<file path="config.mk">
export PLATFORM = sky130hd
export DESIGN_NAME = imem_fetch_ctrl_flat
export DESIGN_NICKNAME = d
export VERILOG_FILES = /design/src/rtl/imem_fetch_ctrl_pkg.sv /design/src/rtl/imem_fetch_ctrl_if.sv /design/src/rtl/imem_fetch_ctrl_buf.sv /design/src/rtl/imem_fetch_ctrl.sv /design/src/flat_wrapper.sv
export SDC_FILE = /design/constraint.sdc
export NUM_CORES = 1
export LEC_CHECK = 0
export CAP_MARGIN = 0
export CORE_MARGIN = 8
export CORE_UTILIZATION = 24
export DETAILED_ROUTE_END_ITERATION = 6
export GPL_TIMING_DRIVEN = 0
export SYNTH_ARGS = -nofsm -noshare
export SYNTH_HDL_FRONTEND = slang
export SYNTH_SLANG_ARGS = --single-unit
export TNS_END_PERCENT = 50
</file>
<file path="constraint.sdc">
create_clock -name clk -period 2.5 [get_ports clk]
set_input_delay 0.5 -clock clk [delete_from_list [all_inputs] [get_ports clk]]
set_output_delay 0.5 -clock clk [all_outputs]
set_load 0.01 [all_outputs]
</file>
<file path="src/rtl/imem_fetch_ctrl_pkg.sv">
// Shared definitions for the instruction fetch sequencer.
// Holds the FSM state encoding and the default width/depth constants.
package imem_fetch_ctrl_pkg;

  localparam int unsigned DefN     = 32;
  localparam int unsigned DefDepth = 32;

  typedef enum logic [1:0] {
    StIdle  = 2'd0,
    StRun   = 2'd1,
    StDrain = 2'd2,
    StDone  = 2'd3
  } fetch_state_e;

endpackage

</file>
<file path="src/rtl/imem_fetch_ctrl_if.sv">
// Bus bundle between the fetch sequencer, the external ROM and decode.
//   rom_addr/rom_instr         : combinational ROM read port
//   instr_out/pc_out/valid/rdy : buffered instruction handshake toward decode
//   redir_valid/redir_pc       : branch/jump redirect request
// master = fetch sequencer, slave = ROM + decode side.
interface imem_fetch_ctrl_if #(
  parameter int unsigned N = 32
);
  logic [N-1:0] rom_addr;
  logic [N-1:0] rom_instr;
  logic [N-1:0] instr_out;
  logic [N-1:0] pc_out;
  logic         instr_valid;
  logic         instr_ready;
  logic         redir_valid;
  logic [N-1:0] redir_pc;

  modport master (
    output rom_addr, instr_out, pc_out, instr_valid,
    input  rom_instr, instr_ready, redir_valid, redir_pc
  );

  modport slave (
    input  rom_addr, instr_out, pc_out, instr_valid,
    output rom_instr, instr_ready, redir_valid, redir_pc
  );
endinterface

</file>
<file path="src/rtl/imem_fetch_ctrl_buf.sv">
// One-entry output buffer holding the fetched instruction and its word index.
//   load  : capture din/pin and mark valid
//   clear : drop the entry (wins over load)
//   instr_out/pc_out/valid : buffered entry
module imem_fetch_ctrl_buf #(
  parameter int unsigned N = 32
) (
  input  logic         clk,
  input  logic         rst_n,
  input  logic         load,
  input  logic         clear,
  input  logic [N-1:0] din,
  input  logic [N-1:0] pin,
  output logic [N-1:0] instr_out,
  output logic [N-1:0] pc_out,
  output logic         valid
);

  logic [N-1:0] instr_q, pc_q;
  logic         valid_q;

  always_ff @(posedge clk or negedge rst_n) begin
    if (!rst_n) begin
      instr_q <= '0;
      pc_q    <= '0;
      valid_q <= 1'b0;
    end else if (clear) begin
      valid_q <= 1'b0;
    end else if (load) begin
      instr_q <= din;
      pc_q    <= pin;
      valid_q <= 1'b1;
    end
  end

  assign instr_out = instr_q;
  assign pc_out    = pc_q;
  assign valid     = valid_q;

endmodule

</file>
<file path="src/rtl/imem_fetch_ctrl.sv">
// Fetch sequencer for the word-addressed instruction ROM.
// Owns the PC, drives the ROM address, buffers the returned word toward decode,
// applies redirects, flags out-of-range targets and counts accepted words.
//   clk, rst_n  : clock, async active-low reset
//   start       : begin fetch at word 0 (IDLE/DONE only)
//   bus         : ROM port, decode handshake and redirect (master side)
//   busy, done  : state is RUN/DRAIN, state is DONE
//   err         : sticky out-of-range redirect flag, cleared by start
//   fetch_cnt   : accepted-instruction count, cleared by start
module imem_fetch_ctrl
  import imem_fetch_ctrl_pkg::*;
#(
  parameter int unsigned N     = DefN,
  parameter int unsigned DEPTH = DefDepth
) (
  input  logic                clk,
  input  logic                rst_n,
  input  logic                start,
  imem_fetch_ctrl_if.master   bus,
  output logic                busy,
  output logic                done,
  output logic                err,
  output logic [N-1:0]        fetch_cnt
);

  localparam logic [N-1:0] LastIdx = N'(DEPTH - 1);

  fetch_state_e state_q, state_d;
  logic [N-1:0] pc_q, pc_d;
  logic [N-1:0] cnt_q, cnt_d;
  logic         err_q, err_d;
  logic         accept, redir, load, buf_clr;

  assign accept = bus.instr_valid & bus.instr_ready;
  assign redir  = bus.redir_valid & ((state_q == StRun) | (state_q == StDrain));
  // A load in RUN is needed whenever the buffer is empty or being drained.
  assign load   = (state_q == StRun) & (~bus.instr_valid | accept) & ~redir;

  always_ff @(posedge clk or negedge rst_n) begin
    if (!rst_n) begin
      state_q <= StIdle;
      pc_q    <= '0;
      cnt_q   <= '0;
      err_q   <= 1'b0;
    end else begin
      state_q <= state_d;
      pc_q    <= pc_d;
      cnt_q   <= cnt_d;
      err_q   <= err_d;
    end
  end

  always_comb begin
    state_d = state_q;
    pc_d    = pc_q;
    cnt_d   = cnt_q;
    err_d   = err_q;
    buf_clr = 1'b0;

    unique case (state_q)
      StIdle, StDone: begin
        if (start) begin
          pc_d    = '0;
          cnt_d   = '0;
          err_d   = 1'b0;
          state_d = StRun;
        end
      end
      StRun: begin
        if (accept) cnt_d = cnt_q + N'(1);
        if (load) begin
          pc_d = pc_q + N'(1);
          if (pc_q == LastIdx) state_d = StDrain;
        end
      end
      StDrain: begin
        if (accept) begin
          cnt_d   = cnt_q + N'(1);
          buf_clr = 1'b1;
          state_d = StDone;
        end
      end
      default: state_d = StIdle;
    endcase

    // Redirect overrides everything, including counting a same-cycle accept.
    if (redir) begin
      buf_clr = 1'b1;
      cnt_d   = cnt_q;
      if (bus.redir_pc <= LastIdx) begin
        pc_d    = bus.redir_pc;
        state_d = StRun;
      end else begin
        err_d   = 1'b1;
        state_d = StDone;
      end
    end
  end

  imem_fetch_ctrl_buf #(
    .N (N)
  ) u_buf (
    .clk       (clk),
    .rst_n     (rst_n),
    .load      (load),
    .clear     (buf_clr),
    .din       (bus.rom_instr),
    .pin       (pc_q),
    .instr_out (bus.instr_out),
    .pc_out    (bus.pc_out),
    .valid     (bus.instr_valid)
  );

  assign bus.rom_addr = pc_q;
  assign busy         = (state_q == StRun) | (state_q == StDrain);
  assign done         = (state_q == StDone);
  assign err          = err_q;
  assign fetch_cnt    = cnt_q;

endmodule

</file>
<file path="src/flat_wrapper.sv">
// flat-port wrapper written by rule: the top's interface ports become plain ports
module imem_fetch_ctrl_flat import imem_fetch_ctrl_pkg::*;
#(
  parameter int unsigned N     = DefN,
  parameter int unsigned DEPTH = DefDepth
)
  (clk, rst_n, start, busy, done, err, fetch_cnt, bus_rom_addr, bus_instr_out, bus_pc_out, bus_instr_valid, bus_rom_instr, bus_instr_ready, bus_redir_valid, bus_redir_pc);
  imem_fetch_ctrl_if #(.N(N)) bus_i ();
  input  logic clk;
  input  logic rst_n;
  input  logic start;
  output logic busy;
  output logic done;
  output logic err;
  output logic [N-1:0] fetch_cnt;
  output wire logic [$bits(bus_i.rom_addr)-1:0] bus_rom_addr;
  output wire logic [$bits(bus_i.instr_out)-1:0] bus_instr_out;
  output wire logic [$bits(bus_i.pc_out)-1:0] bus_pc_out;
  output wire logic [$bits(bus_i.instr_valid)-1:0] bus_instr_valid;
  input wire logic [$bits(bus_i.rom_instr)-1:0] bus_rom_instr;
  input wire logic [$bits(bus_i.instr_ready)-1:0] bus_instr_ready;
  input wire logic [$bits(bus_i.redir_valid)-1:0] bus_redir_valid;
  input wire logic [$bits(bus_i.redir_pc)-1:0] bus_redir_pc;
  assign bus_rom_addr = bus_i.rom_addr;
  assign bus_instr_out = bus_i.instr_out;
  assign bus_pc_out = bus_i.pc_out;
  assign bus_instr_valid = bus_i.instr_valid;
  assign bus_i.rom_instr = bus_rom_instr;
  assign bus_i.instr_ready = bus_instr_ready;
  assign bus_i.redir_valid = bus_redir_valid;
  assign bus_i.redir_pc = bus_redir_pc;
  imem_fetch_ctrl #(.N(N), .DEPTH(DEPTH)) u_core (.clk(clk), .rst_n(rst_n), .start(start), .bus(bus_i), .busy(busy), .done(done), .err(err), .fetch_cnt(fetch_cnt));
endmodule
</file>
==> impl_metrics.env, run 1 <==
export IMPL_status="complete, no violations"
export IMPL_grt_ovfl_total=0
export IMPL_grtUsageMet2_pct=21.6
export IMPL_routabilityCongestion=0.844
export IMPL_maxSlewViolCount=0
export IMPL_max_slew_margin_rel_pct=59.1
export IMPL_critPathSlowestCell="or4_1"
export IMPL_critPathMostFrequentCell="buf_4"
export IMPL_clock_sinks=132
export IMPL_fin_crit_ps=2420
export IMPL_busiest_layer="met2"
export IMPL_drive_above_1_share_pct=17.7
export IMPL_layoutNonFillerInstCount=1184
export IMPL_power_switching_share_pct=33.9
export IMPL_postSynth_asyncResetShare_pct=100
export IMPL_ioPinCount=201
export IMPL_timing_final_ws_setup_ps=76.2
export IMPL_numCtsBuffers=17
export IMPL_grt_max_degree=85
export IMPL_met3_usage_pct=4.23
export IMPL_final_nets=905
export IMPL_first_iter_violations=390
export IMPL_critPathKind="register to register"
export IMPL_synth_edff_count=0
export IMPL_cts_htree_levels=4
export IMPL_power_frac_clock_pct=31.1
export IMPL_syn_inst=604
export IMPL_clock_latency_ps=430
export IMPL_grt_use_total_pct=13.1
export IMPL_worstSetupStartpointType="register"
export IMPL_grt_pass1_vias=5833
export IMPL_finalCritPeriodShare_pct=97.0
export IMPL_setup_violations=0
export IMPL_crit_arrival_ps=2770
export IMPL_seq_area_frac_synth_pct=51.1
export IMPL_antenna_cells=0
export IMPL_synth_avg_cell_area_um2=10.7
export IMPL_fp_dieH_um=180
export IMPL_ant_nets=0
export IMPL_syn_nets=679
export IMPL_yosysWarnings=0
export IMPL_placementRows=60
export IMPL_placed_cells=1147
export IMPL_drc=0
export IMPL_clock_fmax_mhz=413
export IMPL_reg2reg_slack_ps=80
export IMPL_layout_area_overhead_vs_synth_pct=49.2
export IMPL_hold_class="primary input to async pin"
export IMPL_dominantRegCellSynth="dfrtp_1"
export IMPL_hold_buffers=0
export IMPL_cp_buffers_inverters=3
export IMPL_cts_tree="built"
export IMPL_start_util_pct=24.2
export IMPL_crit_path_max_incr_delay_ps=440
export IMPL_cts_root_buf="clkbuf_16"
export IMPL_syn_area_mm2=0.00646
export IMPL_chipWidth_um=180
export IMPL_final_common_cell="clkdlybuf4s50_1"
export IMPL_pwr_share_seq_pct=32.7
export IMPL_die_area_mm2=0.0324
export IMPL_place_ws_ps=-433
export IMPL_finClkSkew_ps=15.5
export IMPL_detail_route_vias_per_cell=4.89
export IMPL_critPathRequiredTime_ps=2840
export IMPL_wl_um=21300
export IMPL_intPower_w=0.00546
export IMPL_clk_path_buf_depth=2
export IMPL_crit_path_max_fanout=10
export IMPL_synth_cell_types=55
export IMPL_endpoint_kind="register"
export IMPL_routedWlPerCell_um=18.0
export IMPL_post_route_util_pct=36.1
export IMPL_peakVddDrop_v=0.000369
export IMPL_ys_ff_latch=132
export IMPL_io_buffers=200
export IMPL_first_pass_iters=4
export IMPL_p_sw_w=0.00280
export IMPL_post_dp_hpwl_um=15500
export IMPL_cellLeakagePower_nw=3.91
export IMPL_p_per_area_mw_per_mm2=856
export IMPL_timing_hold_violations_final=0
export IMPL_worst_pin_slew_ps=611
export IMPL_use_met1_pct=15.8
export IMPL_antenna_found_initial=0
export IMPL_core_area_mm2=0.0267
export IMPL_clk_pin_slew_worst_paths_ps=70
export IMPL_cp_cell_sequence="inv_1, ha_1, buf_4, and4bb_2, o211ai_1, nand2b_4, buf_4, or4_1, a21oi_2"
export IMPL_grt_pass1_wl_um=34000
export IMPL_comb_power_share_pct=36.2
export IMPL_drv_cap=0
export IMPL_mostFrequentLayoutCells="198 x clkdlybuf4s50_1, 131 x dfrtp_1, 60 x mux2_2, 52 x nand2_1, 36 x nor2_1"
export IMPL_vias=5785
export IMPL_path_delay_family="simple AND/OR/NAND/NOR gates"
==> worst paths after layout <==
check,endpoint,depth (start not counted),from
worst max register to register,u_core.fetch_cnt[26]$_DFFE_PN0P_,9,u_core.state_q[0]$_DFFE_PN0P_
min in group clk,u_core.err$_DFF_PN0_,2,u_core.err$_DFF_PN0_
worst min-delay path,u_core.bus.rom_addr[2]$_DFF_PN0_,1,rst_n
worst max-delay path,u_core.fetch_cnt[26]$_DFFE_PN0P_,9,u_core.state_q[0]$_DFFE_PN0P_
worst min register to register,u_core.err$_DFF_PN0_,2,u_core.err$_DFF_PN0_
max in group asynchronous,u_core.u_buf.instr_out[23]$_DFFE_PN0P_,2,rst_n
==> cell usage after synthesis, drive strengths merged (2+ instances only) <==
library cell    n  share of area, %
and4            5              0.68
nand3          22               1.9
ha              6               1.2
nor2b           3              0.41
a41oi           2              0.27
or3             7              0.68
and2            4              0.39
inv            10              0.58
xnor2           9               1.2
nor4b           2              0.27
o21ai          21               1.6
o211ai         12               1.4
or4b            3              0.46
nor4           17               1.9
a311oi          5              0.68
o41ai           2              0.27
nor3           13               1.2
clkbuf         15              0.87
a21oi          32               2.5
o31ai          12               1.4
a211oi          4              0.54
nand4          17               1.8
nor2           36               2.1
mux2           64                11
or4            18               2.1
buf            20               1.6
nand2b          6              0.58
and3            9              0.87
dfrtp         132                51
xor2            9               1.2
nand2          53               3.2
o311ai          5              0.68
a31oi          18               1.7
==> state kept, by name (all words and copies together), names as in the netlist <==
name	flops
u_core.bus.rom_addr	32
u_core.err	1
u_core.fetch_cnt	32
u_core.state_q	2
u_core.u_buf.instr_out	32
u_core.u_buf.pc_out	32
u_core.u_buf.valid	1
==> routing by layer <==
metal / up-vias / wire [um] / share of wire [%]
met1: 2831 / 9050 / 42
li1: 2721 / - / -
met2: 196 / 10400 / 49
met3: 37 / 1420 / 6.7
met5: - / 0 / 0
met4: 0 / 449 / 2.1
==> cell families (layout without fill, tap and decap cells) <==
kind of cell | after synthesis | in the layout | synth area share (%)
AND/OR/NAND/NOR | 218 | 218 | 18.9
flip-flops | 132 | 132 | 51.1
AO/OA/AOI/OAI | 121 | 121 | 12.1
multiplexers | 64 | 64 | 11.2
buffers and inverters | 45 | 284 | 3.10
XOR/XNOR | 18 | 18 | 2.44
adder cells (fa/ha/maj) | 6 | 6 | 1.16
==> through the flow <==
stage          hold WS [ps]  area, um^2  setup TNS (ps)  total power (W)
6_report               35.8        9640               0          0.00825
5_1_grt                63.4        9640            -104          0.00872
4_1_cts                35.1        9550               0          0.00834
3_5_place_dp            465        8940          -21580          0.00569
3_3_place_gp            456        8890         -706160          0.00562
2_1_floorplan           204        6460               0          0.00427
==> layout make-up <==
cell class                      instances  area (um^2)
Inverter                               10         37.5
Multi-Input combinational cell        427         3010
Clock buffer                           17          425
Clock inverter                         15          169
Tap cell                              341          427
Sequential cell                       132         3300
Timing Repair Buffer                  207         2080
Fill cell                            2660        17100
Buffer                                 35          185
==> power by group through the flow <==
stage / Sequential (W) / Combinational, W / Clock, W
after global routing: 0.00276 / 0.00323 / 0.00273
after detailed placement: 0.00275 / 0.00295 / 0
after floorplan: 0.00287 / 0.00140 / 0
final: 0.00270 / 0.00299 / 0.00257
after global placement: 0.00273 / 0.00290 / 0
after CTS: 0.00271 / 0.00297 / 0.00266
==> repair_timing <==
action,CTS,global route
buffers inserted,0,5
gates resized for setup,10,22
endpoints found under the setup margin,43,64
cloned,0,0
pin swaps,2,4
Power figures use the tool's default switching activity.
==> inputs of run 2 (changes only) <==
--- a/config.mk
+++ b/config.mk
@@ -6,6 +6,7 @@
 export NUM_CORES = 1
 export LEC_CHECK = 0
 export CAP_MARGIN = 0
+export CORE_ASPECT_RATIO = 0.75
 export CORE_MARGIN = 8
 export CORE_UTILIZATION = 24
 export DETAILED_ROUTE_END_ITERATION = 6
==> run 2 against run 1 <==
Flip-flop and latch count unchanged. Utilization rose by 0.26 points. Via count up 1.0%. Global-route usage rose by 0.070 points. Count of clock-buffer cells in the layout rose by 7. Critical path type unchanged. Critical endpoint is now u_core.bus.rom_addr[25]$_DFF_PN0_. Highest routed layer unchanged.
==> impl_metrics.env, run 2 (synthesis gave the netlist of run 1 again) <==
export IMPL_busiest_layer="met2"
export IMPL_clk_path_buf_depth=2
export IMPL_worstSetupStartpointType="register"
export IMPL_antenna_found_initial=0
export IMPL_critPathRequiredTime_ps=2830
export IMPL_clk_pin_slew_worst_paths_ps=60
export IMPL_numCtsBuffers=17
export IMPL_drc=0
export IMPL_fin_crit_ps=2430
export IMPL_maxSlewViolCount=0
export IMPL_use_met1_pct=17.9
export IMPL_layout_area_overhead_vs_synth_pct=50.4
export IMPL_clock_fmax_mhz=412
export IMPL_post_dp_hpwl_um=15600
export IMPL_crit_path_max_fanout=10
export IMPL_grt_pass1_vias=5770
export IMPL_grt_ovfl_total=0
export IMPL_cellLeakagePower_nw=3.93
export IMPL_timing_final_ws_setup_ps=73.6
export IMPL_cts_tree="built"
export IMPL_routabilityCongestion=0.849
export IMPL_chipWidth_um=205
export IMPL_grt_pass1_wl_um=33500
export IMPL_clock_sinks=132
export IMPL_ant_nets=0
export IMPL_crit_arrival_ps=2750
export IMPL_tns_ps=0
export IMPL_cts_root_buf="clkbuf_16"
export IMPL_finalCritPeriodShare_pct=97.1
export IMPL_rsz0062_at_grt="true"
export IMPL_crit_path_max_incr_delay_ps=410
export IMPL_placementRows=52
export IMPL_ioPinCount=201
export IMPL_first_pass_iters=7
export IMPL_critPathKind="register to register"
export IMPL_first_iter_violations=488
export IMPL_critPathSlowestCell="dfrtp_2"
export IMPL_core_area_mm2=0.0267
export IMPL_clock_latency_ps=420
export IMPL_setup_violations=0
export IMPL_mostFrequentLayoutCells="198 x clkdlybuf4s50_1, 131 x dfrtp_1, 60 x mux2_2, 52 x nand2_1, 36 x nor2_1"
export IMPL_finClkSkew_ps=6.74
export IMPL_drive_above_1_share_pct=18.1
export IMPL_wl_um=21600
export IMPL_start_util_pct=24.2
export IMPL_timing_hold_violations_final=0
export IMPL_peakVddDrop_v=0.000513
export IMPL_met3_usage_pct=4.81
export IMPL_die_area_mm2=0.0325
export IMPL_detail_route_vias_per_cell=4.91
export IMPL_cp_cell_sequence="inv_1, ha_4, buf_2, nor2b_4, nor4_4, nand3_2, buf_6, or4_1, a31oi_1"
export IMPL_cts_htree_levels=4
export IMPL_hold_class="primary input to async pin"
export IMPL_fill_cells=2607
export IMPL_place_ws_ps=-651
export IMPL_drv_cap=0
export IMPL_endpoint_kind="register"
export IMPL_vias=5843
export IMPL_p_per_area_mw_per_mm2=853
export IMPL_routedWlPerCell_um=18.1
export IMPL_grt_use_total_pct=13.2
export IMPL_max_slew_margin_rel_pct=55.8
export IMPL_grt_max_degree=81
export IMPL_antenna_cells=0
export IMPL_status="complete, no violations"
export IMPL_fp_dieH_um=158
export IMPL_final_nets=906
export IMPL_final_common_cell="clkdlybuf4s50_1"
export IMPL_worst_pin_slew_ps=663
export IMPL_grtUsageMet2_pct=19.1
export IMPL_io_buffers=200
==> run 2: cell count changes in the layout (fill, tap and decap cells not counted), sizes merged <==
cell,previous run,this run
inv,17,10
clkbuf,32,38
clkinv,6,2
buf,28,30
==> run 2: cell type report <==
cell class / instances / area (um^2) / area share (%)
flip-flops and latches: 132 / 3300 / 34.0
repair buffers: 208 / 2090 / 21.5
well taps: 351 / 439 / 4.52
plain buffers: 35 / 193 / 1.98
clock inverters: 4 / 70.1 / 0.721
inverters: 10 / 37.5 / 0.386
clock buffers: 24 / 522 / 5.37
multi-input cells: 427 / 3060 / 31.5
==> run 2: power by group <==
part / switching (W) / internal, W
sequential: 0.000233 / 0.00249
clock: 0.000931 / 0.00163
combinational: 0.00151 / 0.00149
==> run 2: path summary, 6_finish.rpt <==
path | startpoint | endpoint | slack [ps] | cells after the start
max | u_core.state_q[0]$_DFFE_PN0P_ | u_core.bus.rom_addr[25]$_DFF_PN0_ | 70 | 9
min | rst_n | u_core.u_buf.pc_out[19]$_DFFE_PN0P_ | 30 | 1
max reg2reg | u_core.state_q[0]$_DFFE_PN0P_ | u_core.bus.rom_addr[25]$_DFF_PN0_ | 70 | 9
min reg2reg | u_core.err$_DFF_PN0_ | u_core.err$_DFF_PN0_ | 470 | 2
max in group asynchronous | rst_n | u_core.u_buf.instr_out[14]$_DFFE_PN0P_ | 1630 | 2
min in group clk | u_core.err$_DFF_PN0_ | u_core.err$_DFF_PN0_ | 470 | 2
==> run 2: timing repair <==
| action | in CTS | in global routing |
|---|---|---|
| gates resized for setup | 15 | 27 |
| pin swaps | 3 | 10 |
| buffers inserted | 2 | 4 |
| hold buffers | 0 | 0 |
| cloned | 0 | 1 |
| setup endpoints to repair | 93 | 47 |
==> run 2: worst max-delay path: cells and delay by family, from the launching register on <==
| kind | cells | cell delay, ps |
|---|---|---|
| buffers and inverters | 3 | 440 |
| and+or+nand+nor | 4 | 1010 |
| AOI/OAI and AO/OA | 1 | 210 |
| DFF | 1 | 410 |
| adders and majority gates | 1 | 270 |
==> run 2: stage by stage <==
| step | utilization (%) | hold WS [ps] | cells | instance area (um^2) | power, W |
|---|---|---|---|---|---|
| 2_1_floorplan | - | 204 | 604 | 6460 | 0.00427 |
| 3_3_place_gp | 33.3 | 453 | 1155 | 8900 | 0.00562 |
| 3_5_place_dp | 33.4 | 463 | 1156 | 8930 | 0.00566 |
| 4_1_cts | 35.9 | 38.3 | 1186 | 9590 | 0.00835 |
| 5_1_grt | 36.3 | 64.0 | 1191 | 9710 | 0.00878 |
| 6_report | 36.3 | 33.4 | 1191 | 9710 | 0.00828 |
==> run 2: layer usage <==
metal | vias up | part of all wire [%]
met1 | 2883 | 47
met2 | 210 | 43
met4 | 0 | 1.9
met3 | 28 | 8.4
li1 | 2722 | -
met5 | - | 0
